$ cat src/rtl/alu_arbiter_if.sv
// Bundle of the two requester ports, the shared ALU port and the response port.
// The slave modport is the arbiter view; the master modport is the requester/ALU/consumer view.
interface alu_arbiter_if #(parameter int WIDTH = 64);
  logic             req0_valid;
  logic             req0_ready;
  logic [WIDTH-1:0] req0_a;
  logic [WIDTH-1:0] req0_b;
  logic [3:0]       req0_sel;
  logic             req1_valid;
  logic             req1_ready;
  logic [WIDTH-1:0] req1_a;
  logic [WIDTH-1:0] req1_b;
  logic [3:0]       req1_sel;
  logic [WIDTH-1:0] alu_a;
  logic [WIDTH-1:0] alu_b;
  logic [3:0]       alu_sel;
  logic [WIDTH-1:0] alu_out;
  logic             alu_cout;
  logic             alu_z;
  logic             rsp_valid;
  logic             rsp_ready;
  logic             rsp_id;
  logic [WIDTH-1:0] rsp_result;
  logic             rsp_cout;
  logic             rsp_z;

  modport slave (
    input  req0_valid, req0_a, req0_b, req0_sel,
    input  req1_valid, req1_a, req1_b, req1_sel,
    input  alu_out, alu_cout, alu_z, rsp_ready,
    output req0_ready, req1_ready, alu_a, alu_b, alu_sel,
    output rsp_valid, rsp_id, rsp_result, rsp_cout, rsp_z
  );

  modport master (
    output req0_valid, req0_a, req0_b, req0_sel,
    output req1_valid, req1_a, req1_b, req1_sel,
    output alu_out, alu_cout, alu_z, rsp_ready,
    input  req0_ready, req1_ready, alu_a, alu_b, alu_sel,
    input  rsp_valid, rsp_id, rsp_result, rsp_cout, rsp_z
  );
endinterface

$ cat src/rtl/alu_arbiter.sv
// Round-robin arbiter sharing one ALU between two requesters (IDLE -> EXEC -> RESP).
// Define ALU_ARBITER_STATS_EN to add per-requester accept counters grant_cnt0/grant_cnt1.
module alu_arbiter #(
  parameter int WIDTH = 64
) (
  input  logic         clk,
  input  logic         rst,
  alu_arbiter_if.slave bus,
  output logic [1:0]   dbg_state_o
`ifdef ALU_ARBITER_STATS_EN
  ,
  output logic [31:0]  grant_cnt0,
  output logic [31:0]  grant_cnt1
`endif
);
  // Handshakes: a transfer happens in a cycle where valid and ready are both high;
  // reqN_ready may depend on reqN_valid, and rsp_valid holds with its payload until rsp_ready.
  typedef enum logic [1:0] {
    IDLE = 2'd0,
    EXEC = 2'd1,
    RESP = 2'd2
  } state_e;

  state_e           state_q;
  logic             last_grant_q;
  logic [WIDTH-1:0] alu_a_q;
  logic [WIDTH-1:0] alu_b_q;
  logic [3:0]       alu_sel_q;
  logic             rsp_valid_q;
  logic             rsp_id_q;
  logic [WIDTH-1:0] rsp_result_q;
  logic             rsp_cout_q;
  logic             rsp_z_q;
  logic             grant0;
  logic             grant1;
  logic             accept;

  // On a tie the requester that did not win last time is chosen.
  always_comb begin
    grant0 = 1'b0;
    grant1 = 1'b0;
    if (state_q == IDLE && !rst) begin
      grant0 = bus.req0_valid && (!bus.req1_valid || last_grant_q);
      grant1 = bus.req1_valid && (!bus.req0_valid || !last_grant_q);
    end
  end

  assign accept         = grant0 | grant1;
  assign bus.req0_ready = grant0;
  assign bus.req1_ready = grant1;
  assign bus.alu_a      = alu_a_q;
  assign bus.alu_b      = alu_b_q;
  assign bus.alu_sel    = alu_sel_q;
  assign bus.rsp_valid  = rsp_valid_q;
  assign bus.rsp_id     = rsp_id_q;
  assign bus.rsp_result = rsp_result_q;
  assign bus.rsp_cout   = rsp_cout_q;
  assign bus.rsp_z      = rsp_z_q;
  assign dbg_state_o    = state_q;

  always_ff @(posedge clk) begin
    if (rst) begin
      state_q      <= IDLE;
      last_grant_q <= 1'b1;
      alu_a_q      <= '0;
      alu_b_q      <= '0;
      alu_sel_q    <= 4'b0000;
      rsp_valid_q  <= 1'b0;
      rsp_id_q     <= 1'b0;
      rsp_result_q <= '0;
      rsp_cout_q   <= 1'b0;
      rsp_z_q      <= 1'b0;
    end else begin
      case (state_q)
        IDLE: begin
          if (accept) begin
            state_q      <= EXEC;
            last_grant_q <= grant1;
            rsp_id_q     <= grant1;
            alu_a_q      <= grant1 ? bus.req1_a : bus.req0_a;
            alu_b_q      <= grant1 ? bus.req1_b : bus.req0_b;
            alu_sel_q    <= grant1 ? bus.req1_sel : bus.req0_sel;
          end
        end
        EXEC: begin
          // Carry-out is only meaningful for ADD; other opcodes report 0.
          state_q      <= RESP;
          rsp_valid_q  <= 1'b1;
          rsp_result_q <= bus.alu_out;
          rsp_z_q      <= bus.alu_z;
          rsp_cout_q   <= (alu_sel_q == 4'b0010) && bus.alu_cout;
        end
        RESP: begin
          if (bus.rsp_ready) begin
            state_q     <= IDLE;
            rsp_valid_q <= 1'b0;
          end
        end
        default: state_q <= IDLE;
      endcase
    end
  end

`ifdef ALU_ARBITER_STATS_EN
  logic [31:0] grant_cnt0_q;
  logic [31:0] grant_cnt1_q;

  always_ff @(posedge clk) begin
    if (rst) begin
      grant_cnt0_q <= '0;
      grant_cnt1_q <= '0;
    end else begin
      if (grant0) grant_cnt0_q <= grant_cnt0_q + 32'd1;
      if (grant1) grant_cnt1_q <= grant_cnt1_q + 32'd1;
    end
  end

  assign grant_cnt0 = grant_cnt0_q;
  assign grant_cnt1 = grant_cnt1_q;
`endif
endmodule

$ cat src/flat_wrapper.sv
// flat-port wrapper written by rule: the top's interface ports become plain ports
module alu_arbiter_flat 
#(
  parameter int WIDTH = 64
)
  (clk, rst, dbg_state_o, bus_req0_valid, bus_req0_a, bus_req0_b, bus_req0_sel, bus_req1_valid, bus_req1_a, bus_req1_b, bus_req1_sel, bus_alu_out, bus_alu_cout, bus_alu_z, bus_rsp_ready, bus_req0_ready, bus_req1_ready, bus_alu_a, bus_alu_b, bus_alu_sel, bus_rsp_valid, bus_rsp_id, bus_rsp_result, bus_rsp_cout, bus_rsp_z);
  alu_arbiter_if #(.WIDTH(WIDTH)) bus_i ();
  input  logic clk;
  input  logic rst;
  output logic [1:0] dbg_state_o;
  input wire logic [$bits(bus_i.req0_valid)-1:0] bus_req0_valid;
  input wire logic [$bits(bus_i.req0_a)-1:0] bus_req0_a;
  input wire logic [$bits(bus_i.req0_b)-1:0] bus_req0_b;
  input wire logic [$bits(bus_i.req0_sel)-1:0] bus_req0_sel;
  input wire logic [$bits(bus_i.req1_valid)-1:0] bus_req1_valid;
  input wire logic [$bits(bus_i.req1_a)-1:0] bus_req1_a;
  input wire logic [$bits(bus_i.req1_b)-1:0] bus_req1_b;
  input wire logic [$bits(bus_i.req1_sel)-1:0] bus_req1_sel;
  input wire logic [$bits(bus_i.alu_out)-1:0] bus_alu_out;
  input wire logic [$bits(bus_i.alu_cout)-1:0] bus_alu_cout;
  input wire logic [$bits(bus_i.alu_z)-1:0] bus_alu_z;
  input wire logic [$bits(bus_i.rsp_ready)-1:0] bus_rsp_ready;
  output wire logic [$bits(bus_i.req0_ready)-1:0] bus_req0_ready;
  output wire logic [$bits(bus_i.req1_ready)-1:0] bus_req1_ready;
  output wire logic [$bits(bus_i.alu_a)-1:0] bus_alu_a;
  output wire logic [$bits(bus_i.alu_b)-1:0] bus_alu_b;
  output wire logic [$bits(bus_i.alu_sel)-1:0] bus_alu_sel;
  output wire logic [$bits(bus_i.rsp_valid)-1:0] bus_rsp_valid;
  output wire logic [$bits(bus_i.rsp_id)-1:0] bus_rsp_id;
  output wire logic [$bits(bus_i.rsp_result)-1:0] bus_rsp_result;
  output wire logic [$bits(bus_i.rsp_cout)-1:0] bus_rsp_cout;
  output wire logic [$bits(bus_i.rsp_z)-1:0] bus_rsp_z;
  assign bus_i.req0_valid = bus_req0_valid;
  assign bus_i.req0_a = bus_req0_a;
  assign bus_i.req0_b = bus_req0_b;
  assign bus_i.req0_sel = bus_req0_sel;
  assign bus_i.req1_valid = bus_req1_valid;
  assign bus_i.req1_a = bus_req1_a;
  assign bus_i.req1_b = bus_req1_b;
  assign bus_i.req1_sel = bus_req1_sel;
  assign bus_i.alu_out = bus_alu_out;
  assign bus_i.alu_cout = bus_alu_cout;
  assign bus_i.alu_z = bus_alu_z;
  assign bus_i.rsp_ready = bus_rsp_ready;
  assign bus_req0_ready = bus_i.req0_ready;
  assign bus_req1_ready = bus_i.req1_ready;
  assign bus_alu_a = bus_i.alu_a;
  assign bus_alu_b = bus_i.alu_b;
  assign bus_alu_sel = bus_i.alu_sel;
  assign bus_rsp_valid = bus_i.rsp_valid;
  assign bus_rsp_id = bus_i.rsp_id;
  assign bus_rsp_result = bus_i.rsp_result;
  assign bus_rsp_cout = bus_i.rsp_cout;
  assign bus_rsp_z = bus_i.rsp_z;
  alu_arbiter #(.WIDTH(WIDTH)) u_core (.clk(clk), .rst(rst), .bus(bus_i), .dbg_state_o(dbg_state_o));
endmodule
$ cat config.mk
export PLATFORM = sky130hd
export DESIGN_NAME = alu_arbiter_flat
export DESIGN_NICKNAME = d
export VERILOG_FILES = /design/src/rtl/alu_arbiter_if.sv /design/src/rtl/alu_arbiter.sv /design/src/flat_wrapper.sv
export SDC_FILE = /design/constraint.sdc
export NUM_CORES = 1
export LEC_CHECK = 0
export BUFFER_PORTS_ARGS = -buffer_cell sky130_fd_sc_hd__buf_2
export CAP_MARGIN = 10
export CORE_AREA = 2 2 210 212
export CTS_CLUSTER_SIZE = 25
export DETAILED_ROUTE_END_ITERATION = 10
export DIE_AREA = 0 0 212 214
export HOLD_SLACK_MARGIN = 0.05
export PLACE_DENSITY = 0.56
export SLEW_MARGIN = 10
export SYNTH_ARGS = -nofsm -noshare
export SYNTH_HDL_FRONTEND = slang
export SYNTH_SLANG_ARGS = --single-unit
$ cat constraint.sdc
create_clock -name clk -period 2.23 [get_ports clk]
set_input_delay 0.446 -clock clk [delete_from_list [all_inputs] [get_ports clk]]
set_output_delay 0.446 -clock clk [all_outputs]
set_load 0.01 [all_outputs]
==> results.txt, run 1 <==
The flow ran to the end, and the final reports show no timing, DRC or antenna violations. The origin of the worst setup path is u_core.dbg_state_o[0]$_SDFFE_PP0P_. Static timing analysis puts the maximum clock frequency at 463.3 MHz.

The number of setup violations in the final report came out at 0. The core occupancy in the finished layout came out at 0.3406. Setup repair after global routing left no endpoint under its margin. Of the total synthesized cell area, the portion taken by XOR and XNOR cells is 0.

Dividing the detail-routed via count by the number of cells gives about 5.2. The number of buffer and inverter instances along the worst setup path is 2. The origin of the worst min-delay path is bus_alu_out[48]. The net count of the mapped netlist came out at about 1500.

Along the worst path, the maximum fanout reaches 4. The largest net degree at the start of global routing came out at about 110. Ranked by total cell area, the synthesized netlist is headed by dfxtp_1 (40%), a311oi_2 (10%), a21oi_1 (9.8%). The fraction of power consumed by sequential logic is 0.357. The type of the worst min-delay path is primary input to register. For the worst-skew pair, the clock arrives at the later sink with an insertion delay of 0.54 ns. The maximum clock insertion buffer count came out at 3. The post-synthesis mux area share is 0. The tool flagged a number of max-cap violations equal to 0. The count of distinct cell types in the synthesized netlist came out at 28. The power per standard cell area came out at roughly 800 nW/µm². In this run the critical register-to-register path is launched from u_core.dbg_state_o[0]$_SDFFE_PP0P_.

The first global-routing pass estimated roughly 66000 µm of wire. After detailed routing, the average wire length per cell comes to ~20 µm. Subtracting the final worst setup slack from the clock period gives 2.158 ns.

The signal on the critical path passes through or3_4 > nor3_4 > buf_12 > buf_6. The worst setup timing slack at the placement stage came out at ~0.11 ns. VDD sags by at most around 0.00044 V. The sink count of the clock tree came out at roughly 200.

The total via count in the routed design is around 11000. Data on the critical path is required at its endpoint by 1.78 ns. The worst relative slew slack is 0.4824. The register bit count reported by yosys came out at 203. The ratio of cells with drive above 1 in the final layout is 0.4941. Of the total power, combinational logic draws 0.231. The number of cells on the worst reg-to-reg path is 6. The number of clock buffers inserted by TritonCTS is 25.

The gate count of the mapped netlist came out at around 1100. The violation count after the first detailed-route iteration is about 860. The number of antenna violations at the first check in global routing came out at 8. The fraction of the mapped netlist area in compound gates is 0.3835. The simple-gate share of the synthesized area came out at 0.1387. The top cell type by total area after synthesis is dfxtp_1. The combinational family with the most area after synthesis is compound AO/OA/AOI/OAI gates. The die extent in x is between 200 and 250 µm. The most used flip-flop cell after synthesis is dfxtp_1. The relative area change from synthesis to final layout came out at 43.22%.

The placer's final routability congestion estimate is ~0.87. The number of synthesized flops with an enable pin is 0. The worst setup path is captured at an output pin. The total number of H-tree levels is 1.

The via count of the first global-routing pass is roughly 11000. The initial cell density of the core is 0.2378. The total internal power came out at between 8 and 9 mW.

The endpoint of the worst register-to-register path is u_core.bus.alu_a[12]$_SDFFE_PP0P_. The number of detailed-route iterations in the first pass is 5. The end of the critical path is bus_req1_ready. The worst setup margin came out at 0.07159 ns. The share of the synthesized area in the top cell type is 0.3984.

The combined area of all synthesized cells came out at about 10000 µm². The setup clock skew after layout came out at roughly 0.011 ns. In this run the vertical extent of the chip is roughly 210 µm. The total count of max-transition violations in the final report is 0. For the pin with the worst max-slew slack, the measured transition is 0.7764 ns. Data on the critical path arrives at its endpoint at 1.71 ns. The average footprint of a synthesized cell came out at ~9.1 µm².

The logic depth of the worst path, buffers included is 4. Buffers inserted to repair hold after CTS numbered 0. The part of the power in the clock network came out at 0.412. The fraction of the yosys area taken by sequential cells came out at 0.3984. The largest delay contributor family on the critical path is simple AND/OR/NAND/NOR gates.

The area of the die is roughly 45000 µm². The total net switching power is 3.517 mW. The final layout net count is around 1900.

The critical path start-end classification is register to output pin. The Yosys step of the flow raised 0 warnings. The total routing usage reported by global routing came out at 0.1830. The kind of launch point of the worst setup path is a register.

In this run the remaining antenna-violating nets after routing total 0. Of the available clock period, the critical path in the final layout requires 0.9679. The count of pins on the block boundary came out at approximately 540. The final-report hold violation count came out at 0. The total overflow left after global routing is 0. Across all register-to-register paths, the minimum setup slack is 0.35 ns. The library cell contributing the largest single delay on the critical path is or3_4. For this block, the routed nets add up to around 44000 µm of wire. TritonCTS built the clock tree.

The tree is rooted in a clkbuf_16. In this design, the stage delay of the slowest critical-path cell is 0.42 ns. In this run the standard cell core region covers approximately 43000 µm². After legalization and detailed placement, the total HPWL measured between 30000 and 40000 µm. During placement, the flow inserted port buffers numbering around 540. The DRC violations left is 0. The arithmetic-cell share of the synthesized area counting full adders, half adders and majority gates is 0.

The number of placement rows is 76. The clock input transition at the sequential cells of the worst setup and hold paths came out at 0.07 ns. The share of synthesized flip-flops with an asynchronous set or reset is 0. The standby leakage power is 5.876 nW. The switching part of the total power is 0.3038.
worst min path at each step:
stage,to,cells after the start
2_1_floorplan,u_core.last_grant_q$_SDFFE_PP1P_,1
3_3_place_gp,u_core.bus.rsp_result[22]$_SDFFE_PP0P_,2
3_5_place_dp,u_core.bus.rsp_result[20]$_SDFFE_PP0P_,2
4_1_cts,u_core.bus.rsp_result[18]$_SDFFE_PP0P_,3
5_1_grt,u_core.bus.rsp_result[32]$_SDFFE_PP0P_,3
6_report,u_core.bus.rsp_result[48]$_SDFFE_PP0P_,3
cell usage in the layout, fill, tap and decap left out, types with 2 or more instances in the layout:
| cell | count |
|---|---|
| buf_2 | 535 |
| dfxtp_1 | 202 |
| a21oi_1 | 199 |
| nand4_1 | 132 |
| nand2_1 | 131 |
| o31ai_1 | 72 |
| a311oi_2 | 70 |
| a311oi_1 | 62 |
| o31ai_2 | 60 |
| buf_4 | 49 |
| clkbuf_16 | 25 |
| buf_12 | 18 |
| clkbuf_8 | 7 |
| bufinv_16 | 7 |
| diode_2 | 3 |
| inv_1 | 3 |
| nor2_1 | 3 |
| clkinvlp_4 | 3 |
| clkinv_2 | 3 |
| inv_6 | 2 |
| and2_4 | 2 |
| nor3_4 | 2 |
| buf_6 | 2 |
cell usage after synthesis (2+ instances only):
| cell type | count |
|---|---|
| o31ai_1 | 72 |
| nand3_1 | 2 |
| nor2_1 | 3 |
| buf_2 | 26 |
| clkbuf_1 | 111 |
| dfxtp_1 | 203 |
| nand2b_1 | 2 |
| a311oi_2 | 70 |
| buf_4 | 2 |
| and2_1 | 2 |
| buf_6 | 16 |
| o31ai_2 | 60 |
| a311oi_1 | 62 |
| nand4_1 | 132 |
| buf_1 | 14 |
| nor3_2 | 2 |
| inv_1 | 3 |
| nand2_1 | 132 |
| a21oi_1 | 199 |
layer usage:
metal  global-route usage  part of all wire
met1               0.2127              0.39
met2               0.3192              0.49
met3              0.04090             0.082
met4              0.08028             0.039
met5                    0            0.0014
flip-flops by register name (all words and copies together) (netlist names):
name / cells
u_core.bus.alu_a: 64
u_core.bus.alu_b: 64
u_core.bus.rsp_result: 64
u_core.bus.alu_sel: 4
u_core.dbg_state_o: 2
u_core.bus.rsp_cout: 1
u_core.bus.rsp_id: 1
u_core.bus.rsp_valid: 1
u_core.bus.rsp_z: 1
u_core.last_grant_q: 1
worst reg2reg max path: stages, from the launching register on:
cell and delay [ns]:
dfxtp_4 0.36, or3_4 0.42, buf_4 0.16, buf_12 0.17, buf_4 0.22, o31ai_2 0.27, a311oi_2 0.14
per-stage QoR:
| stage | hold slack [ns] | power [mW] | cells | instance area, µm² | setup TNS (ns) |
|---|---|---|---|---|---|
| after floorplan | 0.4643 | 5.697 | 1122 | 10200 | 0 |
| after global placement | 0.4398 | 6.842 | 2140 | 13580 | 0 |
| after detailed placement | 0.4439 | 6.878 | 2140 | 13580 | 0 |
| after CTS | 0.1167 | 11.69 | 2186 | 14570 | -0.002887 |
| after global routing | 0.1388 | 12.06 | 2191 | 14610 | 0 |
| final | 0.1439 | 11.58 | 2191 | 14610 | 0 |
power by group through the flow:
stage	Clock, mW	Combinational [mW]	Sequential, mW
2_1_floorplan	0	1.36	4.33
3_3_place_gp	0	2.64	4.20
3_5_place_dp	0	2.67	4.21
4_1_cts	4.88	2.68	4.13
5_1_grt	5.00	2.90	4.17
6_report	4.77	2.67	4.13
final cells by class:
type | count | area [µm²]
Clock inverter | 14 | 256.5
Fill cell | 4518 | 28280
Inverter | 4 | 20.02
Tap cell | 585 | 732.0
Timing Repair Buffer | 605 | 3442
Clock buffer | 31 | 708.2
Multi-Input combinational cell | 746 | 5374
Antenna cell | 3 | 7.507
Sequential cell | 203 | 4068
timing repair:
action,in CTS,in global routing
buffers inserted,1,2
gates resized for setup,3,3
hold endpoints to repair,0,0
setup endpoints to repair,2,2
pin swaps,2,2
cells by family (layout without fill, tap and decap cells):
| group | Yosys count | count (layout) |
|---|---|---|
| buffers and inverters | 173 | 654 |
| AO/OA/AOI/OAI | 467 | 467 |
| AND/OR/NAND/NOR | 279 | 279 |
| other | 0 | 3 |
| flip-flops | 203 | 203 |
Note: power is estimated with default switching activity, not from simulation.
==> run 2, diff against run 1 <==
--- a/config.mk
+++ b/config.mk
@@ -8,12 +8,13 @@
 export BUFFER_PORTS_ARGS = -buffer_cell sky130_fd_sc_hd__buf_2
 export CAP_MARGIN = 10
 export CORE_AREA = 2 2 210 212
+export CTS_BUF_LIST = sky130_fd_sc_hd__clkbuf_16
 export CTS_CLUSTER_SIZE = 25
 export DETAILED_ROUTE_END_ITERATION = 10
 export DIE_AREA = 0 0 212 214
 export HOLD_SLACK_MARGIN = 0.05
 export PLACE_DENSITY = 0.56
-export SLEW_MARGIN = 10
+export SLEW_MARGIN = 20
 export SYNTH_ARGS = -nofsm -noshare
 export SYNTH_HDL_FRONTEND = slang
 export SYNTH_SLANG_ARGS = --single-unit
==> run 2 against run 1 <==
Against the previous run:
- critical path depth unchanged
- die area unchanged
- global-route usage about the same
- routed wire length up 0.10%
- non-clock buffer count unchanged
- highest routed layer unchanged
==> results.txt, run 2 (synthesis gave the netlist of run 1 again) <==
The flow ran to the end, and the final reports show no timing, DRC or antenna violations. The standby leakage power came out at 5.842 nW (-0.57%). The count of max-cap constraint violations came to 0 (unchanged). The path class of the tightest hold or removal check is primary input to register. The endpoint of the worst hold-timing path is u_core.bus.rsp_result[18]$_SDFFE_PP0P_.

The peak per-stage delay on the critical path came out at 0.42 ns (about the same). The worst setup margin is 0.06694 ns (-0.004654 ns). TritonCTS built the clock tree. The clock period minus final worst setup slack is 2.163 ns (+0.004654 ns).

Leaving out fill and tap cells, the most frequent cell in the layout is buf_2. The hold-fix buffer count after cts came out at 0 (unchanged). The detail-routed via count per cell was 5.215 (-0.10%).

The violation count after the first detailed-route iteration came out at 923 (+6.8%). The initial cell density of the core was 0.2378 (unchanged). The final-report hold violation count came out at 0 (unchanged).

The die extent in x came out at 212 µm (unchanged). The clock latency on the worst-skew pair is 0.54 ns (about the same). The worst path required time is 1.78 ns (about the same). The number of antenna violations at the first check in global routing was 8 (unchanged). The count of input and output buffers came out at 538 (unchanged). The ratio of cells with drive above 1 in the final layout is 0.4903 (-0.003743). The tree is rooted in a clkbuf_16. The core occupancy in the finished layout came out at 0.3392 (-0.001400).

The worst setup timing slack at the placement stage is 0.1094 ns (unchanged). The beginning of the worst register-to-register path is u_core.dbg_state_o[0]$_SDFFE_PP0P_. The post-route antenna net violation count is 0 (unchanged). The endpoint identified for the worst register-to-register timing path is u_core.bus.alu_b[31]$_SDFFE_PP0P_. The number of detailed-route iterations in the first pass came out at 5 (unchanged). The origin of the worst setup path is u_core.dbg_state_o[0]$_SDFFE_PP0P_. The count of pins on the block boundary is 539 (unchanged). The via count of the first global-routing pass came out at 11190 (-0.0089%). The number of setup violations in the final report is 0 (unchanged). The largest net degree at the start of global routing came out at 109 (unchanged). STA classifies the critical path startpoint as a register.

The total number of H-tree levels came out at 1 (unchanged). The DRC violations left came out at 0 (unchanged). The worst setup slack for register-to-register paths came to 0.34 ns (about the same). The final cycle utilization of the critical path came out at 0.9700 (+0.002087). Setup repair after global routing left no endpoint under its margin. The slew of the pin with the lowest slew margin came out at 0.7783 ns (+0.001950 ns). The first-pass GRT wire length is 65970 µm (about the same).

The power per standard cell area came to 781.0 nW/µm² (-1.5%). The total count of max-transition violations in the final report is 0 (unchanged). The sink count of the clock tree is 203 (unchanged). The number of buffer and inverter instances along the worst setup path came out at 2 (unchanged). In the layout the commonest cells are buf_2 (535), dfxtp_1 (202), a21oi_1 (199).

Walking the worst path, the cells encountered are or3_4 > nor3_4 > buf_12 > buf_6. The highest ir drop seen on vdd came to 0.0004371 V (+0.22%). The number of placement rows is 76 (unchanged).

The logic depth of the worst path, buffers included came out at 4 (unchanged). The highest fanout seen on the critical path is 4 (unchanged). The relative area change from synthesis to final layout came out at 42.63%. The placeable core region is 42890 µm² (unchanged). The average routed wire per standard cell came to 20.26 µm (+0.10%). STA classifies the critical path endpoint as an output pin.

The setup clock skew after layout came out at 0.01283 ns (+0.001784 ns). The total wirelength of the detailed-routed design was 44390 µm (+0.10%). The worst relative slew slack was 0.4811 (-0.001299). The die height is 214 µm (unchanged).

The number of clock buffers inserted by TritonCTS came out at 25 (unchanged). The slowest stage of the critical path belongs to the cell or3_4. The total via count in the routed design is 11430 (-0.10%). The arrival time of data at the critical path endpoint came out at 1.72 ns (about the same).

The critical path start-end classification is register to output pin. The maximum clock insertion buffer count is 3 (unchanged). The half-perimeter wire length after detailed placement is 31390 µm (unchanged). The number of cells on the worst reg-to-reg path was 6 (unchanged). The area of the die came out at 45370 µm² (unchanged). The placer's final routability congestion estimate came out at 0.8653 (unchanged).

The final layout net count came out at 1920 (unchanged). The cell count of the worst hold path came out at 3 (unchanged). The origin of the worst min-delay path is bus_alu_out[18].

The total congestion overflow was 0 (unchanged). The number of inserted filler cells in the final layout came out at 4526 (+0.18%). The post-route setup TNS is 0 ns (unchanged). The fmax is 462.3 MHz (-0.22%). The total routing usage reported by global routing is 0.1830 (about the same). Grouping stages by cell kind, the critical path spends the most delay in simple AND/OR/NAND/NOR gates. The clock input transition at the sequential cells of the worst setup and hold paths is 0.06 ns (about the same).
[run 2: cell type report]
| type | instances | area, µm² | area share |
|---|---|---|---|
| Tap cell | 585 | 732.0 | 0.05031 |
| Sequential cell | 203 | 4068 | 0.2796 |
| Multi-Input combinational cell | 746 | 5374 | 0.3694 |
| Clock buffer | 25 | 625.6 | 0.04300 |
| Clock inverter | 20 | 279.0 | 0.01918 |
| Antenna cell | 3 | 7.507 | 0.0005160 |
| Timing Repair Buffer | 605 | 3442 | 0.2366 |
| Inverter | 4 | 20.02 | 0.001376 |
[run 2: tightest hold or removal path, delay by kind of cell]
| family | cells | cell delay (ns) |
|---|---|---|
| buffers and inverters | 1 | 0.09 |
| AO/OA/AOI/OAI | 1 | 0.05 |
| AND/OR/NAND/NOR | 1 | 0.04 |
[run 2: worst max-delay path by stage]
| stage | slack [ns] | endpoint |
|---|---|---|
| floorplan | 0.35 | bus_req1_ready |
| global placement | 0.09 | bus_req1_ready |
| detailed placement | 0.11 | bus_req1_ready |
| CTS | -0.002 | bus_req1_ready |
| global route | 0.008 | bus_req1_ready |
| finish | 0.07 | bus_req1_ready |
[run 2: report_power, final]
group | total (mW) | switching (mW) | internal (mW)
sequential | 4.13 | 0.184 | 3.95
combinational | 2.67 | 1.61 | 1.06
clock | 4.56 | 1.71 | 2.85
[run 2: metal layers]
layer | part of all wire | global-route usage | vias to the layer above
met3 | 0.080 | 0.04002 | 95
met1 | 0.39 | 0.2131 | 5462
met4 | 0.037 | 0.07958 | 10
li1 | - | - | 5322
met5 | 0.0014 | 0 | -
met2 | 0.49 | 0.3199 | 536
[run 2: stage by stage]
stage	power, mW	area, µm²	std cells	hold slack (ns)
2_1_floorplan	5.697	10200	1122	0.4643
3_3_place_gp	6.842	13580	2140	0.4398
3_5_place_dp	6.878	13580	2140	0.4439
4_1_cts	11.47	14510	2186	0.1167
5_1_grt	11.85	14550	2191	0.1388
6_report	11.36	14550	2191	0.1480
[run 2: what timing repair did]
action,in CTS,in global routing
gates resized for setup,3,3
setup endpoints to repair,2,2
pin swaps,2,2
gates cloned,0,0
buffers inserted,1,2
